<file path="src/rtl/pipe_pkg.sv">
// pipe_pkg: definitions shared by the ID->EX pipeline register slice.
//   - default payload widths
//   - idex_payload_t, the decoded-instruction payload at the default widths
//   - idex_state_t, occupancy encoding {SKID valid, OUT valid}
//   - idex_payload_w(), packed payload width for arbitrary widths
package pipe_pkg;

    localparam int IDEX_DATA_W     = 32;
    localparam int IDEX_REG_ADDR_W = 4;
    localparam int IDEX_ALUOP_W    = 5;

    // Number of single-bit control fields carried in the payload.
    localparam int IDEX_CTRL_BITS  = 5;

    // Encoded as {skid_valid, out_valid} so the state can be read directly
    // from the two slot valid bits; 2'b10 is unreachable.
    typedef enum logic [1:0] {
        EMPTY = 2'b00,
        ONE   = 2'b01,
        FULL  = 2'b11
    } idex_state_t;

    typedef struct packed {
        logic [IDEX_DATA_W-1:0]     registerFileDataA;
        logic [IDEX_DATA_W-1:0]     registerFileDataB;
        logic [IDEX_DATA_W-1:0]     pcpp;
        logic [IDEX_DATA_W-1:0]     extendedSignal;
        logic [IDEX_REG_ADDR_W-1:0] registerFileWrite;
        logic [IDEX_ALUOP_W-1:0]    ALUOp;
        logic                       ALUSrc;
        logic                       memRead;
        logic                       memWrite;
        logic                       memToReg;
        logic                       regWrite;
    } idex_payload_t;

    function automatic int idex_payload_w(input int data_w, input int addr_w, input int aluop_w);
        return 4 * data_w + addr_w + aluop_w + IDEX_CTRL_BITS;
    endfunction

endpackage

</file>
<file path="src/rtl/pipe_skid_slot.sv">
// pipe_skid_slot: one valid bit plus payload register, updated on the falling
// edge of clock.
//   clock   in  : pipeline clock (negedge active)
//   reset_n in  : asynchronous active-low reset, clears valid and payload
//   load    in  : capture d and set valid
//   clear   in  : drop valid (wins over load); payload is left untouched
//   d       in  : payload to capture
//   vld     out : slot holds an entry
//   q       out : stored payload
module pipe_skid_slot #(
    parameter int W = 8
) (
    input  logic         clock,
    input  logic         reset_n,
    input  logic         load,
    input  logic         clear,
    input  logic [W-1:0] d,
    output logic         vld,
    output logic [W-1:0] q
);

    logic         vld_d, vld_q;
    logic [W-1:0] pay_d, pay_q;

    always_comb begin
        vld_d = vld_q;
        pay_d = pay_q;
        if (clear) begin
            vld_d = 1'b0;
        end else if (load) begin
            vld_d = 1'b1;
            pay_d = d;
        end
    end

    always_ff @(negedge clock or negedge reset_n) begin
        if (!reset_n) begin
            vld_q <= 1'b0;
            pay_q <= '0;
        end else begin
            vld_q <= vld_d;
            pay_q <= pay_d;
        end
    end

    assign vld = vld_q;
    assign q   = pay_q;

endmodule

</file>
<file path="src/rtl/id_ex_skid.sv">
// id_ex_skid: ID->EX pipeline register with valid/ready handshake, a one-entry
// skid buffer and synchronous flush. All state changes on the negedge of clock.
//   clock, reset_n          : clock (negedge active), async active-low reset
//   flush                   : squash every held entry at the next negedge
//   in_valid / in_ready     : decode-side handshake; in_ready is registered
//   *_in                    : decoded-instruction payload
//   out_valid / out_ready   : EX-side handshake
//   registerFileDataA ...   : OUT slot payload; memRead/memWrite/regWrite
//                             are additionally gated by out_valid
//   stallCount, bubbleCount : saturating 32-bit performance counters, only
//                             present when IDEX_PERF_CNT_EN is defined
module id_ex_skid
    import pipe_pkg::*;
#(
    parameter int DATA_W     = IDEX_DATA_W,
    parameter int REG_ADDR_W = IDEX_REG_ADDR_W,
    parameter int ALUOP_W    = IDEX_ALUOP_W
) (
    input  logic                  clock,
    input  logic                  reset_n,
    input  logic                  flush,
    input  logic                  in_valid,
    output logic                  in_ready,
    input  logic [DATA_W-1:0]     registerFileDataA_in,
    input  logic [DATA_W-1:0]     registerFileDataB_in,
    input  logic [DATA_W-1:0]     pcpp_in,
    input  logic [DATA_W-1:0]     extendedSignal_in,
    input  logic [REG_ADDR_W-1:0] registerFileWrite_in,
    input  logic [ALUOP_W-1:0]    ALUOp_in,
    input  logic                  ALUSrc_in,
    input  logic                  memRead_in,
    input  logic                  memWrite_in,
    input  logic                  memToReg_in,
    input  logic                  regWrite_in,
    output logic                  out_valid,
    input  logic                  out_ready,
    output logic [DATA_W-1:0]     registerFileDataA,
    output logic [DATA_W-1:0]     registerFileDataB,
    output logic [DATA_W-1:0]     pcpp,
    output logic [DATA_W-1:0]     extendedSignal,
    output logic [REG_ADDR_W-1:0] registerFileWrite,
    output logic [ALUOP_W-1:0]    ALUOp,
    output logic                  ALUSrc,
    output logic                  memRead,
    output logic                  memWrite,
    output logic                  memToReg,
    output logic                  regWrite
`ifdef IDEX_PERF_CNT_EN
    ,
    output logic [31:0]           stallCount,
    output logic [31:0]           bubbleCount
`endif
);

    localparam int PAY_W = idex_payload_w(DATA_W, REG_ADDR_W, ALUOP_W);

    logic [PAY_W-1:0] in_pay, out_pay, skid_pay, out_load_pay;
    logic             out_vld, skid_vld;
    logic             out_load, out_clr, skid_load, skid_clr, out_src_skid;
    logic             accept, consume;
    idex_state_t      state;

    // Raw stored side-effect bits, gated by out_valid before leaving the block.
    logic             mem_read_s, mem_write_s, reg_write_s;

    assign in_pay = {registerFileDataA_in, registerFileDataB_in, pcpp_in, extendedSignal_in,
                     registerFileWrite_in, ALUOp_in, ALUSrc_in, memRead_in, memWrite_in,
                     memToReg_in, regWrite_in};

    // in_ready comes straight from the SKID valid flop, so it never has a
    // combinational path from out_ready.
    assign in_ready  = !skid_vld;
    assign out_valid = out_vld;
    assign accept    = in_valid & in_ready;
    assign consume   = out_vld & out_ready;
    assign state     = idex_state_t'({skid_vld, out_vld});

    always_comb begin
        out_load     = 1'b0;
        out_clr      = 1'b0;
        skid_load    = 1'b0;
        skid_clr     = 1'b0;
        out_src_skid = 1'b0;
        if (flush) begin
            out_clr  = 1'b1;
            skid_clr = 1'b1;
        end else begin
            case (state)
                EMPTY: begin
                    if (accept) out_load = 1'b1;
                end
                ONE: begin
                    if (consume && accept) out_load  = 1'b1;
                    else if (consume)      out_clr   = 1'b1;
                    else if (accept)       skid_load = 1'b1;
                end
                FULL: begin
                    // in_ready is low here, so only the drain can happen.
                    if (consume) begin
                        out_load     = 1'b1;
                        out_src_skid = 1'b1;
                        skid_clr     = 1'b1;
                    end
                end
                default: begin
                    // SKID valid without OUT valid: recover to EMPTY.
                    out_clr  = 1'b1;
                    skid_clr = 1'b1;
                end
            endcase
        end
    end

    assign out_load_pay = out_src_skid ? skid_pay : in_pay;

    // ---- storage slots (negedge) ----
    pipe_skid_slot #(.W(PAY_W)) u_out_slot (
        .clock   (clock),
        .reset_n (reset_n),
        .load    (out_load),
        .clear   (out_clr),
        .d       (out_load_pay),
        .vld     (out_vld),
        .q       (out_pay)
    );

    pipe_skid_slot #(.W(PAY_W)) u_skid_slot (
        .clock   (clock),
        .reset_n (reset_n),
        .load    (skid_load),
        .clear   (skid_clr),
        .d       (in_pay),
        .vld     (skid_vld),
        .q       (skid_pay)
    );

    // ---- output decode ----
    assign {registerFileDataA, registerFileDataB, pcpp, extendedSignal,
            registerFileWrite, ALUOp, ALUSrc, mem_read_s, mem_write_s,
            memToReg, reg_write_s} = out_pay;

    assign memRead  = mem_read_s  & out_vld;
    assign memWrite = mem_write_s & out_vld;
    assign regWrite = reg_write_s & out_vld;

`ifdef IDEX_PERF_CNT_EN
    logic [31:0] stall_cnt_d, stall_cnt_q;
    logic [31:0] bubble_cnt_d, bubble_cnt_q;

    // Counters saturate and deliberately ignore flush.
    always_comb begin
        stall_cnt_d  = stall_cnt_q;
        bubble_cnt_d = bubble_cnt_q;
        if (out_vld && !out_ready && stall_cnt_q != 32'hFFFF_FFFF)
            stall_cnt_d = stall_cnt_q + 32'd1;
        if (!out_vld && bubble_cnt_q != 32'hFFFF_FFFF)
            bubble_cnt_d = bubble_cnt_q + 32'd1;
    end

    always_ff @(negedge clock or negedge reset_n) begin
        if (!reset_n) begin
            stall_cnt_q  <= '0;
            bubble_cnt_q <= '0;
        end else begin
            stall_cnt_q  <= stall_cnt_d;
            bubble_cnt_q <= bubble_cnt_d;
        end
    end

    assign stallCount  = stall_cnt_q;
    assign bubbleCount = bubble_cnt_q;
`endif

endmodule

</file>
<file path="config.mk">
export PLATFORM = sky130hd
export DESIGN_NAME = id_ex_skid
export DESIGN_NICKNAME = d
export VERILOG_FILES = /design/src/rtl/pipe_pkg.sv /design/src/rtl/pipe_skid_slot.sv /design/src/rtl/id_ex_skid.sv
export SDC_FILE = /design/constraint.sdc
export NUM_CORES = 1
export LEC_CHECK = 0
export ABC_CLOCK_PERIOD_IN_PS = 6300
export CAP_MARGIN = 20
export CORE_UTILIZATION = 38
export CTS_BUF_LIST = sky130_fd_sc_hd__clkbuf_8
export DETAILED_ROUTE_END_ITERATION = 10
export DONT_BUFFER_PORTS = 1
export HOLD_SLACK_MARGIN = 0.12
export PLACE_DENSITY = 0.5
export SLEW_MARGIN = 40
export SYNTH_ARGS = -nofsm -noshare
export SYNTH_HDL_FRONTEND = slang
export SYNTH_SLANG_ARGS = --single-unit
</file>
<file path="constraint.sdc">
create_clock -name clock -period 6.3 [get_ports clock]
set_input_delay 1.26 -clock clock [delete_from_list [all_inputs] [get_ports clock]]
set_output_delay 1.26 -clock clock [all_outputs]
set_load 0.1 [all_outputs]
</file>
==> results_dict.tcl <==
set metrics [dict create \
    synth_commonest_cells "dfrtn_1 (286), buf_4 (157)" \
    grt_most_used_layer "met2" \
    met3_usage 0.0670 \
    wl_per_cell_um 18.7 \
    crit_path_max_incr_delay_ns 0.61 \
    start_util 0.389 \
    ys_ff_latch 286 \
    ys_warn_count 0 \
    nNetsFinal 1254 \
    syn2layout_area_growth_pct 12.2 \
    avgSynthCellArea_um2 12.2 \
    rows 68 \
    portBuffers 0 \
    yosysUniqueCellTypes 25 \
    drc_errors 0 \
    endpoint_kind "primary output" \
    final_antenna_net_count 0 \
    crit_family "flip-flops" \
    tightest_slew_ns 0.692 \
    synthAdderAreaFrac 0.00463 \
    via_per_inst 5.19 \
    cts_hold_buffers 0 \
    synth-simple-area-share 0.00537 \
    numCtsBuffers 52 \
    worstPathArrival_ns 4.74 \
    postSynthCellCount 1108 \
    synth_top_family_by_area "multiplexers" \
    slew_headroom 0.539 \
    synthMuxAreaShare 0.224 \
    grt_usage 0.162 \
    cp_cell_sequence "and2_2 -> buf_12" \
    clk_latency_ns 0.57 \
    synth-seq-area-share 0.530 \
    wl_um 29700 \
    layout-drive-gt1-share 0.345 \
    syn_nets 1260 \
    htree_levels 2 \
    vias 8248 \
    grt.overflow.total 0 \
    die_y_um 191 \
    hpwl_um 18100 \
    synth_area_um2 13500 \
    fin_skew_ns 0.0194 \
    synthXorXnorAreaFrac 0 \
    required_ns 5.04 \
    die_area_um2 36300 \
    cpMaxStageDelayCell "dfrtn_1" \
    path_clk_slew_ns 0.04 \
    cts_tree "done" \
    synth_top_area_cell "dfrtn_1" \
    start_kind "register" \
    num_io_pins 291 \
    crit_buf_inv 1 \
    synth_top_cell_area_share 0.530 \
    layout_setup_ws_ns 0.302 \
    synth_compound_area_frac 0.123 \
    clock-sinks 286 \
    finalSetupViolCount 0 \
    async_flop_share 1.00 \
    maxCapViolCount 0 \
    pre_cts_ws_ns 0.469 \
    antenna_cells 0 \
    slew_violations 0 \
    yosys-top-cells-area "dfrtn_1 (53%), mux2_2 (12%), mux2i_1 (11%)" \
    hold_viol 0 \
    rsz0062_at_grt "false" \
    crit_type "reg -> out" \
    met1_usage 0.202 \
    holdWs_ns 0.448 \
    synthFlopType "dfrtn_1" \
    clockBufferDepth 3 \
    cts_setup_buffers 0 \
    fin_setup_tns_ns 0 \
    status "completed" \
    synth_most_common_cell "dfrtn_1" \
    cts_root_buf "clkbuf_8" \
    grt_use_met2 0.245 \
    grt_max_degree 287 \
    gp_congestion 0.704 \
    grt_pass1_wl_um 46200 \
    core_um2 34700 \
    first_iter_violations 379 \
    antenna_found_initial 0 \
    cts_resized 0 \
    die_x_um 191 \
    synth_edf_count 0 \
    drt_pass1_iterations 5 \
    min-delay-path-class "reg -> reg" \
    grt_pass1_vias 8028 \
    critPathMaxFanout 12 \
]
-- registers in the layout (all words and copies together), names as in the netlist --
register,flops
u_skid_slot.vld,1
u_out_slot.vld,1
u_out_slot.q,142
u_skid_slot.q,142
-- kinds of logic after synthesis --
| kind of cell | count (synthesis) |
|---|---|
| buffers and inverters | 233 |
| adder cells (fa/ha/maj) | 5 |
| AO/OA/AOI/OAI | 289 |
| multiplexers | 284 |
| AND/OR/NAND/NOR | 11 |
| flip-flops | 286 |
-- path summary, 6_finish.rpt --
| path | start | end | slack [ns] | depth (start not counted) |
|---|---|---|---|---|
| max in group asynchronous | reset_n | u_out_slot.q[2] | 2.24 | 0 |
| min in group asynchronous | reset_n | u_out_slot.q[88] | 3.43 | 0 |
| min reg2reg | u_skid_slot.q[111] | u_skid_slot.q[111] | 0.45 | 1 |
| max | u_out_slot.vld | memRead | 0.30 | 2 |
| max reg2reg | u_skid_slot.vld | u_out_slot.q[125] | 3.64 | 7 |
| min | u_skid_slot.q[111] | u_skid_slot.q[111] | 0.45 | 1 |
-- layout make-up --
cell class	count	area (µm²)
Clock inverter	21	165
Timing Repair Buffer	170	1490
Multi-Input combinational cell	589	4840
Tap cell	455	569
Fill cell	3262	19600
Clock buffer	66	908
Inverter	3	11.3
Sequential cell	286	7160
-- layer usage --
metal,routed length (µm),share of wire
met1,12600,0.42
met2,13400,0.45
met3,3030,0.10
met4,700,0.024
met5,0,0
-- placed cells by master (no fill, tap or decap) --
cell type   synthesis  layout
buf_4             157     153
and2_2              0       3
a21oi_4             0       1
mux2i_1           142     142
and3_1              2       2
nand2_1             1       1
a221oi_4            1       1
o21a_1              1       1
nand3b_1            1       1
buf_12              0      17
o211ai_1            1       1
clkbuf_8            0      66
nand3_4             0       1
bufinv_16           0       3
inv_2               0       1
a31oi_1           142     142
clkinvlp_4          0       2
a21oi_1           142     142
o41ai_1             1       1
nor3_1              1       1
nand2b_4            1       2
dfrtn_1           286     286
inv_1               3      18
ha_1                5       5
mux2_2            142     142
-- stage by stage --
step           instance area (µm²)  utilization  std cells
2_1_floorplan                13500            -       1108
3_3_place_gp                 14100        0.405       1503
3_5_place_dp                 14100        0.405       1503
4_1_cts                      15100        0.436       1590
5_1_grt                      15100        0.436       1590
6_report                     15100        0.436       1590
Power is not shown: default switching activity piles up to over one toggle a cycle in this logic, so the estimate is an artifact.
